**config.mk**
```make
export PLATFORM = sky130hd
export DESIGN_NAME = tlb_write_ctrl
export DESIGN_NICKNAME = d
export VERILOG_FILES = /design/src/rtl/tlb_write_ctrl.sv
export SDC_FILE = /design/constraint.sdc
export NUM_CORES = 1
export LEC_CHECK = 0
export CORE_MARGIN = 2
export CORE_UTILIZATION = 30
export CTS_CLUSTER_DIAMETER = 60
export DETAILED_ROUTE_END_ITERATION = 10
export PLACE_DENSITY = 0.7
export SLEW_MARGIN = 20
export SYNTH_ARGS = -nofsm -noshare
export SYNTH_HDL_FRONTEND = slang
export SYNTH_SLANG_ARGS = --single-unit
```
**constraint.sdc**
```tcl
create_clock -name clk -period 1.31 [get_ports clk]
set_input_delay 0.262 -clock clk [delete_from_list [all_inputs] [get_ports clk]]
set_output_delay 0.262 -clock clk [all_outputs]
set_load 0.01 [all_outputs]
```
**src/rtl/tlb_write_ctrl.sv**
```systemverilog
// TLBWR/TLBFILL write path: captures the CSR image on a commit pulse and
// drives one ready/valid write into the TLB array, then pulses done.
module tlb_write_ctrl #(
  parameter int TLBNUM = 16,
  parameter int IDX_W  = 4
) (
  input  logic             clk,
  input  logic             rst,
  input  logic             TLBWR_en,
  input  logic             TLBFILL_en,
  input  logic [31:0]      TLBIDX,
  input  logic [31:0]      TLBEHI,
  input  logic [31:0]      TLBELO0,
  input  logic [31:0]      TLBELO1,
  input  logic [9:0]       ASID,
  input  logic             refill_ex,
  input  logic             tlb_w_ready,
  output logic             tlb_we,
  output logic [IDX_W-1:0] tlb_w_index,
  output logic             tlb_w_e,
  output logic [18:0]      tlb_w_vppn,
  output logic [5:0]       tlb_w_ps,
  output logic             tlb_w_g,
  output logic [9:0]       tlb_w_asid,
  output logic [19:0]      tlb_w_ppn0,
  output logic [19:0]      tlb_w_ppn1,
  output logic [1:0]       tlb_w_mat0,
  output logic [1:0]       tlb_w_mat1,
  output logic [1:0]       tlb_w_plv0,
  output logic [1:0]       tlb_w_plv1,
  output logic             tlb_w_d0,
  output logic             tlb_w_d1,
  output logic             tlb_w_v0,
  output logic             tlb_w_v1,
  output logic             busy,
  output logic             done
);

  typedef enum logic [1:0] {IDLE, WRITE, DONE} state_e;

  typedef struct packed {
    logic        e;
    logic [18:0] vppn;
    logic [5:0]  ps;
    logic        g;
    logic [9:0]  asid;
    logic [19:0] ppn0;
    logic [19:0] ppn1;
    logic [1:0]  mat0;
    logic [1:0]  mat1;
    logic [1:0]  plv0;
    logic [1:0]  plv1;
    logic        d0;
    logic        d1;
    logic        v0;
    logic        v1;
  } entry_t;

  state_e           state_q, state_d;
  logic [IDX_W-1:0] fill_cnt_q, fill_cnt_d;
  logic [IDX_W-1:0] idx_q, idx_d;
  entry_t           ent_q, ent_d;

  // Fields of the CSR image that the TLB entry does not carry.
  logic unused_bits;
  assign unused_bits = ^{TLBIDX[30], TLBIDX[23:IDX_W], TLBEHI[12:0],
                         TLBELO0[31:28], TLBELO0[7], TLBELO1[31:28], TLBELO1[7]};

  always_comb begin
    state_d    = state_q;
    idx_d      = idx_q;
    ent_d      = ent_q;
    // TLBNUM is a power of two, so natural overflow gives the wrap.
    fill_cnt_d = fill_cnt_q + 1'b1;
    unique case (state_q)
      IDLE: begin
        if (TLBWR_en || TLBFILL_en) begin
          idx_d      = TLBWR_en ? TLBIDX[IDX_W-1:0] : fill_cnt_q;
          ent_d.e    = refill_ex | ~TLBIDX[31];
          ent_d.vppn = TLBEHI[31:13];
          ent_d.ps   = TLBIDX[29:24];
          ent_d.g    = TLBELO0[6] & TLBELO1[6];
          ent_d.asid = ASID;
          ent_d.ppn0 = TLBELO0[27:8];
          ent_d.ppn1 = TLBELO1[27:8];
          ent_d.mat0 = TLBELO0[5:4];
          ent_d.mat1 = TLBELO1[5:4];
          ent_d.plv0 = TLBELO0[3:2];
          ent_d.plv1 = TLBELO1[3:2];
          ent_d.d0   = TLBELO0[1];
          ent_d.d1   = TLBELO1[1];
          ent_d.v0   = TLBELO0[0];
          ent_d.v1   = TLBELO1[0];
          state_d    = WRITE;
        end
      end
      WRITE:   if (tlb_w_ready) state_d = DONE;
      DONE:    state_d = IDLE;
      default: state_d = IDLE;
    endcase
  end

  always_ff @(posedge clk) begin
    if (rst) begin
      state_q    <= IDLE;
      fill_cnt_q <= '0;
      idx_q      <= '0;
      ent_q      <= '0;
    end else begin
      state_q    <= state_d;
      fill_cnt_q <= fill_cnt_d;
      idx_q      <= idx_d;
      ent_q      <= ent_d;
    end
  end

  assign tlb_we      = (state_q == WRITE);
  assign done        = (state_q == DONE);
  assign busy        = (state_q != IDLE);
  assign tlb_w_index = idx_q;
  assign tlb_w_e     = ent_q.e;
  assign tlb_w_vppn  = ent_q.vppn;
  assign tlb_w_ps    = ent_q.ps;
  assign tlb_w_g     = ent_q.g;
  assign tlb_w_asid  = ent_q.asid;
  assign tlb_w_ppn0  = ent_q.ppn0;
  assign tlb_w_ppn1  = ent_q.ppn1;
  assign tlb_w_mat0  = ent_q.mat0;
  assign tlb_w_mat1  = ent_q.mat1;
  assign tlb_w_plv0  = ent_q.plv0;
  assign tlb_w_plv1  = ent_q.plv1;
  assign tlb_w_d0    = ent_q.d0;
  assign tlb_w_d1    = ent_q.d1;
  assign tlb_w_v0    = ent_q.v0;
  assign tlb_w_v1    = ent_q.v1;

endmodule
```
==> run summary <==
H-tree Lvls = 3
antenna-violating nets left = 0
clock slew at the register clock pins of the worst setup and hold paths = 0.06 ns
grt total ovfl = 0
status = finished, final reports clean
Netlist cell types = 25
Worst EP arrival = 1.00 ns
largest net degree at the start of global routing = 48
Root Buffer = clkbuf_16
Synth Area in Simple Gates = 0.136
Comb power frac = 0.217
main area contributors after synthesis = dfxtp_1 52%, a21oi_1 12%, nand3_1 12%, o21ai_0 12%, clkbuf_1 2.4%
P&R area growth vs syn = 62.0%
# setup viols final = 0
Design Area, Final = 6160 um2
area leader, netlist = dfxtp_1
Worst Tran Pin Value = 0.353 ns
die height = 117 um
Warnings, synthesis = 0
layout cell share with drive strength beyond 1 = 0.0777
CP required = 1.05 ns
Routed WL = 12.4 mm
Clock Sinks = 99
Final min period = 1.26 ns
Layout Nets = 771
initial antenna violation count = 0
via-per-instance ratio = 5.00
Hold Path Class = in -> reg
first-pass GRT wire length = 18.4 mm
CP Max Fanout = 3
Synth Cell Area = 3800 um2
vias in the first global route = 3875
die outline width = 117 um
clk_lat worst skew = 0.34 ns
via count = 4024
CTS tree = done
CP endpoint kind = output port
Post-synth EDFFs = 0
top cell type's share of synthesized area = 0.521
Main synth FF type = dfxtp_1
sw power = 1.98 mW
post-synthesis compound-gate area fraction = 0.252
CTS Buf Count = 9
number of core rows = 41
Max-Cap Viols = 0
syn avg cell area = 8.48 um2
Setup TNS = 0 ns
Pint = 5.45 mW
Boundary Pins = 240
FFs w/ async S/R, synth = 0
drt wl/cell = 15.4 um
share of cell area taken by muxes after synthesis = 0.0105
Net Count, Synth = 593
Switching Share = 0.267
Startpoint Class = register
# DRC = 0
Final Cycle Share = 0.965
Initial DRC Count = 288
critical path class = reg -> out
RSZ-0062 raised after global routing = yes
GPL Wtd Cong = 0.745
Tot Pwr = 7.44 mW
Slew headroom = 0.764
# port buffers = 195
Util after Layout = 0.492
VDD IR max = 0.000843 V
power per cell area = 1210 nW/um2
Synth Register Bits = 99
FF+latch area = 1980 um2
post-synthesis instance total = 448
post-synthesis adder-cell area fraction = 0.00329
Initial Util = 0.304
Placed Area = 5970 um2
CP bufs+invs = 1
clock buffer depth = 2
slowest CP cell = dfxtp_2
gr usage total = 0.174
sequence of cells on the critical path = nor2b_2, buf_2
clock share of power = 0.329
Layout Skew = 0.00316 ns
Seq/Total Area, Yosys = 0.521
DR pass1 iterations = 4
cell family with most CP delay = flip-flops
Final Slew Violations = 0
CORE AREA = 12500 um2
Hold Buf Count CTS = 0
CP peak stage delay = 0.35 ns
filler instances = 1227
Seq pwr share = 0.454
largest family of logic cells by synthesized area = compound AO/OA/AOI/OAI gates
DIE AREA = 13600 um2
leakage power = 2.65 nW
Final Hold Violating Endpoints = 0
f_max = 791 MHz
dpl hpwl = 8.77 mm
XOR/XNOR Fraction of Synth Area = 0.00461
area occupied by multi-input gates = 1560 um2
final timing paths:
check / slack (ns) / depth (start not counted) / from / to
min reg2reg: 0.47 / 2 / tlb_w_ps[1]$_SDFFE_PP0P_ / tlb_w_ps[1]$_SDFFE_PP0P_
min: 0.27 / 2 / rst / fill_cnt_q[0]$_SDFF_PP0_
max reg2reg: 0.08 / 6 / state_q[0]$_SDFFE_PP0P_ / tlb_w_vppn[18]$_SDFFE_PP0P_
max: 0.05 / 2 / state_q[0]$_SDFFE_PP0P_ / tlb_we
routing by layer:
metal  vias up  wire length [um]  part of all wire  GRT usage
met5         -                 0                 0          0
met4         0               271             0.022     0.0839
met3        19              1140             0.092     0.0685
met2       149              6230              0.50      0.307
met1      1898              4760              0.38      0.181
li1       1958                 -                 -          -
placed cells by master (no fill, tap or decap), types with 2 or more instances in the layout:
cell type / count
clkbuf_8: 2
clkbuf_1: 3
nor2_4: 2
mux2i_1: 4
buf_6: 5
nand3_1: 88
inv_1: 2
nor2_1: 5
buf_12: 8
buf_4: 11
clkdlybuf4s15_1: 2
a21oi_1: 93
dfxtp_2: 2
dlygate4sd2_1: 90
a211oi_1: 4
o21ai_0: 75
clkdlybuf4s50_1: 96
clkbuf_16: 9
diode_2: 2
dfxtp_1: 97
buf_2: 2
dlymetal6s2s_1: 2
nor2b_1: 2
o21ai_1: 13
clkinv_2: 2
power by group through the flow:
stage | Combinational (mW) | Sequential, mW | Clock (mW)
floorplan | 0.635 | 3.55 | 0
global placement | 1.73 | 3.44 | 0
detailed placement | 1.76 | 3.45 | 0
CTS | 1.60 | 3.38 | 2.54
global route | 1.76 | 3.40 | 2.66
finish | 1.62 | 3.37 | 2.45
per-stage QoR:
step / setup WS [ns] / hold slack, ns / instances
5_1_grt: -0.0335 / 0.268 / 803
3_5_place_dp: -0.323 / 0.464 / 785
3_3_place_gp: -0.302 / 0.443 / 785
6_report: 0.0455 / 0.274 / 805
2_1_floorplan: 0.0356 / 0.378 / 448
4_1_cts: 0.00445 / 0.260 / 801
sequential cells by signal (all words and copies together) (netlist names), 4 cells and up:
signal	cells
fill_cnt_q	4
tlb_w_asid	10
tlb_w_index	4
tlb_w_ppn0	20
tlb_w_ppn1	20
tlb_w_ps	6
tlb_w_vppn	19
synthesized netlist by cell type, types with 2 or more instances:
master	count
nor2_1	5
a211oi_1	4
buf_4	3
o21ai_0	88
dfxtp_1	99
buf_2	14
buf_6	6
inv_1	2
buf_1	4
mux2i_1	4
clkbuf_1	24
nand3_1	88
nor2b_1	3
a21oi_1	93
layout make-up:
class | count | area share
timing repair buffer | 217 | 0.342
sequential | 99 | 0.322
multi-input combinational | 296 | 0.253
clock buffer | 14 | 0.0429
tap | 172 | 0.0350
inverter | 3 | 0.00183
clock inverter | 2 | 0.00163
antenna | 2 | 0.000813
kinds of logic after synthesis:
kind of cell               count (synthesis)
xor gates and xnor gates                   2
adders and majority gates                  1
muxes                                      4
AOI/OAI and AO/OA                        187
and+or+nand+nor                          101
buffers and inverters                     54
DFF                                       99
repair_timing:
item | 4_1_cts | 5_1_grt
endpoints found under the setup margin | 97 | 48
gates resized for setup | 109 | 24
pin swaps | 0 | 1
cloned | 0 | 1
setup buffers | 0 | 1
(Power assumes the default switching activity.)
